## config.mk

```make
export PLATFORM = sky130hd
export DESIGN_NAME = game_screen_ctrl
export DESIGN_NICKNAME = d
export VERILOG_FILES = /design/src/rtl/game_pkg.sv /design/src/rtl/frame_timer.sv /design/src/rtl/game_screen_ctrl.sv
export SDC_FILE = /design/constraint.sdc
export NUM_CORES = 1
export LEC_CHECK = 0
export BUFFER_PORTS_ARGS = -buffer_cell sky130_fd_sc_hd__buf_2
export CORE_MARGIN = 2
export CORE_UTILIZATION = 47
export CTS_BUF_LIST = sky130_fd_sc_hd__clkbuf_8
export CTS_CLUSTER_DIAMETER = 50
export DETAILED_ROUTE_END_ITERATION = 8
export PLACE_DENSITY_LB_ADDON = 0.08
export SYNTH_ARGS = -nofsm -noshare
export SYNTH_HDL_FRONTEND = slang
export SYNTH_SLANG_ARGS = --single-unit
```

## constraint.sdc

```tcl
create_clock -name clk -period 1.8 [get_ports clk]
set_input_delay 0.27 -clock clk [delete_from_list [all_inputs] [get_ports clk]]
set_output_delay 0.27 -clock clk [all_outputs]
set_load 0.005 [all_outputs]
```

## src/rtl/game_pkg.sv

```systemverilog
// Shared state encoding, default timing/geometry parameters and colour helpers
// for the game screen controller.
package game_pkg;

  typedef enum logic [2:0] {
    StTitle   = 3'd0,
    StStart   = 3'd1,
    StPlaying = 3'd2,
    StPaused  = 3'd3,
    StWin     = 3'd4,
    StLose    = 3'd5
  } state_e;

  localparam int unsigned FramesTrocaDefault = 30;
  localparam int unsigned FimFramesDefault   = 180;
  localparam int unsigned HActiveDefault     = 640;
  localparam int unsigned VActiveDefault     = 480;

  // Dims a packed {R,G,B} pixel by halving each channel independently.
  function automatic logic [23:0] halve_rgb(input logic [23:0] rgb);
    return {1'b0, rgb[23:17], 1'b0, rgb[15:9], 1'b0, rgb[7:1]};
  endfunction

endpackage

```

## src/rtl/frame_timer.sv

```systemverilog
// Frame-start pulse generator and sprite animation phase (troca) counter.
module frame_timer
  import game_pkg::*;
#(
  parameter int unsigned FRAMES_TROCA = FramesTrocaDefault
) (
  input  logic       clk,
  input  logic       reset,
  input  logic [9:0] h_counter,
  input  logic [9:0] v_counter,
  input  logic       freeze,
  output logic       frame_tick,
  output logic       troca
);

  localparam int unsigned CntW = (FRAMES_TROCA > 1) ? $clog2(FRAMES_TROCA) : 1;
  localparam logic [CntW-1:0] CntMax = CntW'(FRAMES_TROCA - 1);

  logic            frame_tick_q;
  logic [CntW-1:0] troca_cnt_q, troca_cnt_d;
  logic            troca_q, troca_d;

  always_comb begin
    troca_cnt_d = troca_cnt_q;
    troca_d     = troca_q;
    if (frame_tick_q && !freeze) begin
      if (troca_cnt_q == CntMax) begin
        troca_cnt_d = '0;
        troca_d     = ~troca_q;
      end else begin
        troca_cnt_d = troca_cnt_q + CntW'(1);
      end
    end
  end

  always_ff @(posedge clk or negedge reset) begin
    if (!reset) begin
      frame_tick_q <= 1'b0;
      troca_cnt_q  <= '0;
      troca_q      <= 1'b0;
    end else begin
      frame_tick_q <= (h_counter == 10'd0) && (v_counter == 10'd0);
      troca_cnt_q  <= troca_cnt_d;
      troca_q      <= troca_d;
    end
  end

  assign frame_tick = frame_tick_q;
  assign troca      = troca_q;

endmodule

```

## src/rtl/game_screen_ctrl.sv

```systemverilog
// Game screen sequencer: title/start/play/pause/win/lose flow, sprite reset and
// enable control, and registered selection of the displayed pixel layer.
module game_screen_ctrl
  import game_pkg::*;
#(
  parameter int unsigned FRAMES_TROCA = FramesTrocaDefault,
  parameter int unsigned FIM_FRAMES   = FimFramesDefault,
  parameter int unsigned H_ACTIVE     = HActiveDefault,
  parameter int unsigned V_ACTIVE     = VActiveDefault
) (
  input  logic        clk,
  input  logic        reset,
  input  logic [9:0]  h_counter,
  input  logic [9:0]  v_counter,
  input  logic        btn_A,
  input  logic        btn_B,
  input  logic        vivo_jogador,
  input  logic        venceu,
  input  logic [23:0] rgb_tela,
  input  logic [23:0] rgb_jogo,
  input  logic [23:0] rgb_fim,
  output logic [7:0]  R,
  output logic [7:0]  G,
  output logic [7:0]  B,
  output logic        troca,
  output logic        jogo_reset,
  output logic        jogo_enable,
  output logic [2:0]  estado
);

  localparam int unsigned FimW = (FIM_FRAMES > 1) ? $clog2(FIM_FRAMES) : 1;
  localparam logic [FimW-1:0] FimMax = FimW'(FIM_FRAMES - 1);

  state_e          state_q, state_d;
  logic [FimW-1:0] fim_cnt_q, fim_cnt_d;
  logic            btn_a_q, btn_b_q, armed_q;
  logic            btn_a_edge, btn_b_edge;
  logic            frame_tick;
  logic            blank;
  logic [23:0]     rgb_d, rgb_q;

  frame_timer #(
    .FRAMES_TROCA(FRAMES_TROCA)
  ) u_frame_timer (
    .clk       (clk),
    .reset     (reset),
    .h_counter (h_counter),
    .v_counter (v_counter),
    .freeze    (state_q == StPaused),
    .frame_tick(frame_tick),
    .troca     (troca)
  );

  // armed_q masks the first cycle after reset so a held button is not seen as a press.
  assign btn_a_edge = armed_q & btn_A & ~btn_a_q;
  assign btn_b_edge = armed_q & btn_B & ~btn_b_q;

  always_ff @(posedge clk or negedge reset) begin
    if (!reset) begin
      btn_a_q <= 1'b0;
      btn_b_q <= 1'b0;
      armed_q <= 1'b0;
    end else begin
      btn_a_q <= btn_A;
      btn_b_q <= btn_B;
      armed_q <= 1'b1;
    end
  end

  always_ff @(posedge clk or negedge reset) begin
    if (!reset) begin
      state_q   <= StTitle;
      fim_cnt_q <= '0;
    end else begin
      state_q   <= state_d;
      fim_cnt_q <= fim_cnt_d;
    end
  end

  always_comb begin
    state_d   = state_q;
    fim_cnt_d = '0;
    unique case (state_q)
      StTitle:   if (btn_a_edge) state_d = StStart;
      StStart:   if (frame_tick) state_d = StPlaying;
      StPlaying: begin
        if (!vivo_jogador)   state_d = StLose;
        else if (venceu)     state_d = StWin;
        else if (btn_b_edge) state_d = StPaused;
      end
      StPaused:  if (btn_b_edge) state_d = StPlaying;
      StWin, StLose: begin
        fim_cnt_d = fim_cnt_q;
        if (frame_tick) begin
          if (fim_cnt_q == FimMax) begin
            state_d   = StTitle;
            fim_cnt_d = '0;
          end else begin
            fim_cnt_d = fim_cnt_q + FimW'(1);
          end
        end
      end
      default:   state_d = StTitle;
    endcase
  end

  assign blank = (32'(h_counter) >= H_ACTIVE) || (32'(v_counter) >= V_ACTIVE);

  always_comb begin
    jogo_reset  = 1'b0;
    jogo_enable = 1'b0;
    rgb_d       = '0;
    unique case (state_q)
      StTitle, StStart: begin
        jogo_reset = 1'b1;
        rgb_d      = rgb_tela;
      end
      StPlaying: begin
        jogo_enable = 1'b1;
        rgb_d       = rgb_jogo;
      end
      StPaused:      rgb_d = halve_rgb(rgb_jogo);
      StWin, StLose: rgb_d = rgb_fim;
      default:       jogo_reset = 1'b1;
    endcase
    if (blank) rgb_d = '0;
  end

  always_ff @(posedge clk or negedge reset) begin
    if (!reset) begin
      rgb_q <= '0;
    end else begin
      rgb_q <= rgb_d;
    end
  end

  assign R      = rgb_q[23:16];
  assign G      = rgb_q[15:8];
  assign B      = rgb_q[7:0];
  assign estado = state_q;

endmodule

```

==> summary.txt <==
Outcome
  • Status: completed

Die
  • Initial Utilization: 48.55%
  • DIE WIDTH: 76.40 µm
  • Core area: 5075 µm²
  • I/O pin total: 128
  • Die H: 76.40 µm
  • Die area: 5837 µm²
  • Row Count: 26

Power
  • Pleak: 0.001740 µW
  • Maximum vdd drop: 0.3538 mV
  • Power density cells: 633.1 nW/µm²
  • Total power draw: 2123 µW

Clocking
  • Clock-pin slew on the worst setup and hold paths: 0.08 ns
  • Clock root buffer: clkbuf_8
  • Clk Latency, worst-skew pair: 0.30 ns
  • CTS Buffer Depth: 2
  • CTS tree: yes
  • Total CTS buffers: 5
  • H-tree level count: 2
  • Clock sink count: 45

Timing
  • Period Utilization, post-route: 93.49%
  • Clock skew: 0.002610 ns
  • Final Hold Fails: 0
  • Final TNS setup: 0 ns
  • Max Clk Rate: 594.2 MHz
  • Final min period: 1.683 ns
  • Max Slew Vio Count: 0
  • RSZ-0062 raised after global routing: false
  • Slew @ Worst Pin: 0.5731 ns
  • # setup viols final: 0
  • Rel. slew slack: 61.62%

Global route
  • Initial antenna violation count: 0
  • First-pass GRT wire length: 11300 µm
  • Vias in the first global route: 2363
  • Grt ovf: 0
  • GRT Util Overall: 23.92%
  • Largest net degree at the start of global routing: 26

Layout
  • Finished Layout Cells: 458
  • Layout cells sized above 1: 41.75%
  • Fill cells: 455
  • Commonest cells after routing, fill and taps aside: buf_2, dfrtp_1, o21ai_0, nor2_1
  • Nets: 488
  • Fin area: 3353 µm²
  • ANT cells: 0
  • Most common cell after layout, fill and taps aside: buf_2
  • FF+latch area: 1126 µm²
  • Core Util, Final: 66.07%
  • P&R area growth vs syn: 36.11%
  • Area of the multi-input gates: 1214 µm²

Placement
  • Dpl cells: 448
  • Dpl hpwl: 5162 µm
  • Routability congestion estimate: 0.8264
  • IO Port Bufs: 127
  • Placed cell area: 3228 µm²

Synthesis
  • Synth top area cells: dfrtp_1, a22oi_1, o21ai_0
  • Synth Instances: 254
  • Post-synth ARST share: 100.0%
  • #FFs+latches synth: 45
  • Top cell type's share of synthesized area: 45.71%
  • Synth area leader: dfrtp_1
  • Sequential area share after synthesis: 45.71%
  • Syn_area_per_cell: 9.699 µm²
  • EDFF count, synth: 0
  • Net count after synthesis: 355
  • Yosys warns: 0
  • Mapped Area: 2464 µm²
  • Most used DFF post-synth: dfrtp_1
  • Unique masters post-synth: 45

Setup path
  • CP Capture Type: primary output
  • Critical Path AT: 1.41 ns
  • Crit Path Class: register to primary output
  • Worst path required time: 1.53 ns
  • Worst setup SP type: register
  • CP Max Fanout: 10

Detailed routing
  • ANT nets after route: 0
  • Vias/cell: 5.507
  • DR DRC count: 0
  • Drt total wl: 6866 µm
  • Via count: 2522
  • First drt pass iteration count: 8
  • WL/cell: 14.99 µm
  • Drt initial violations: 168

Flow run
  • Max Cap Viol: 0

Hold path
  • Hold crit path type: input pin to register
## layout make-up
type | count | area share [%]
repair buffers | 145 | 23.81
multi-input cells | 184 | 36.19
inverters | 6 | 0.7836
clock buffers | 7 | 2.873
well taps | 70 | 2.612
flip-flops and latches | 45 | 33.58
clock inverters | 1 | 0.1493
## cell usage after synthesis (4+ instances only)
master	count
inv_1	6
nand3_1	6
dfrtp_1	45
clkbuf_1	13
nand2_1	10
a22o_1	10
o21ai_0	21
a21oi_1	15
a222oi_1	10
nor3_1	4
nor2_1	21
a22oi_1	14
nor4_1	6
nor2b_1	14
and3_1	13
## timing repair
| item | CTS | global route |
|---|---|---|
| endpoints found under the hold margin | 20 | 0 |
| resized for setup | 1 | 1 |
| hold buffers | 1 | 0 |
| setup buffers | 1 | 0 |
| setup endpoints to repair | 1 | 13 |
## sequential cells by signal, summed over array words and instances (netlist names)
name                       count
rgb_q                         24
u_frame_timer.troca            1
u_frame_timer.frame_tick       1
armed_q                        1
btn_a_q                        1
u_frame_timer.troca_cnt_q      5
btn_b_q                        1
fim_cnt_q                      8
estado                         3
## stage by stage
stage / hold WS (ns) / setup slack [ns]
6_report: 0.09140 / 0.1171
3_5_place_dp: 0.2679 / 0.1311
3_3_place_gp: 0.2701 / 0.1579
2_1_floorplan: -0.02559 / 0.1841
5_1_grt: 0.07669 / 0.007630
4_1_cts: 0.08427 / 0.06329
## worst max-delay path: stages (launching register included)
cell and delay, ns:
dfrtp_1 0.47, clkinvlp_4 0.14, nor3_2 0.19, buf_4 0.20, buf_2 0.13
## worst paths after layout
kind                            cells after the start  slack, ns                            to                         start
worst max-delay path                                4       0.12                   jogo_enable                     estado[1]
worst min register to register                      1       0.49  u_frame_timer.troca_cnt_q[4]  u_frame_timer.troca_cnt_q[4]
worst min-delay path                                1       0.09                       btn_a_q                         btn_A
max in group asynchronous                           3       0.82                  fim_cnt_q[5]                         reset
worst max register to register                      4       0.12                  fim_cnt_q[5]                  fim_cnt_q[2]
min in group asynchronous                           2       0.47                      rgb_q[0]                         reset
## where the power goes
part / switching [µW] / leakage, µW / internal, µW
Clock: 339 / 0.0000542 / 347
Sequential: 19.6 / 0.000605 / 1050
Combinational: 179 / 0.00108 / 188
Total: 537 / 0.00174 / 1590
## cells by family (layout without fill, tap and decap cells)
kind of cell               count (synthesis)  after routing  synth area share (%)
muxes                                      1              1                0.4063
adders and majority gates                  3              3                 1.524
and+or+nand+nor                           89             89                 20.11
xor gates and xnor gates                   6              6                 2.133
AOI/OAI and AO/OA                         84             84                 24.63
DFF                                       45             45                 45.71
buffers and inverters                     25            159                 5.333
other                                      1              1                0.1522
## metal layers
metal / vias up / wire length, µm / part of all wire (%) / GRT usage, %
met5: - / 0 / 0 / 0
met3: 7 / 485 / 7.1 / 5.687
met2: 115 / 3323 / 48 / 39.82
met1: 1187 / 2990 / 44 / 31.44
met4: 0 / 67 / 0.98 / 6.182
li1: 1213 / - / - / -
Note: power is estimated with default switching activity, not from simulation.
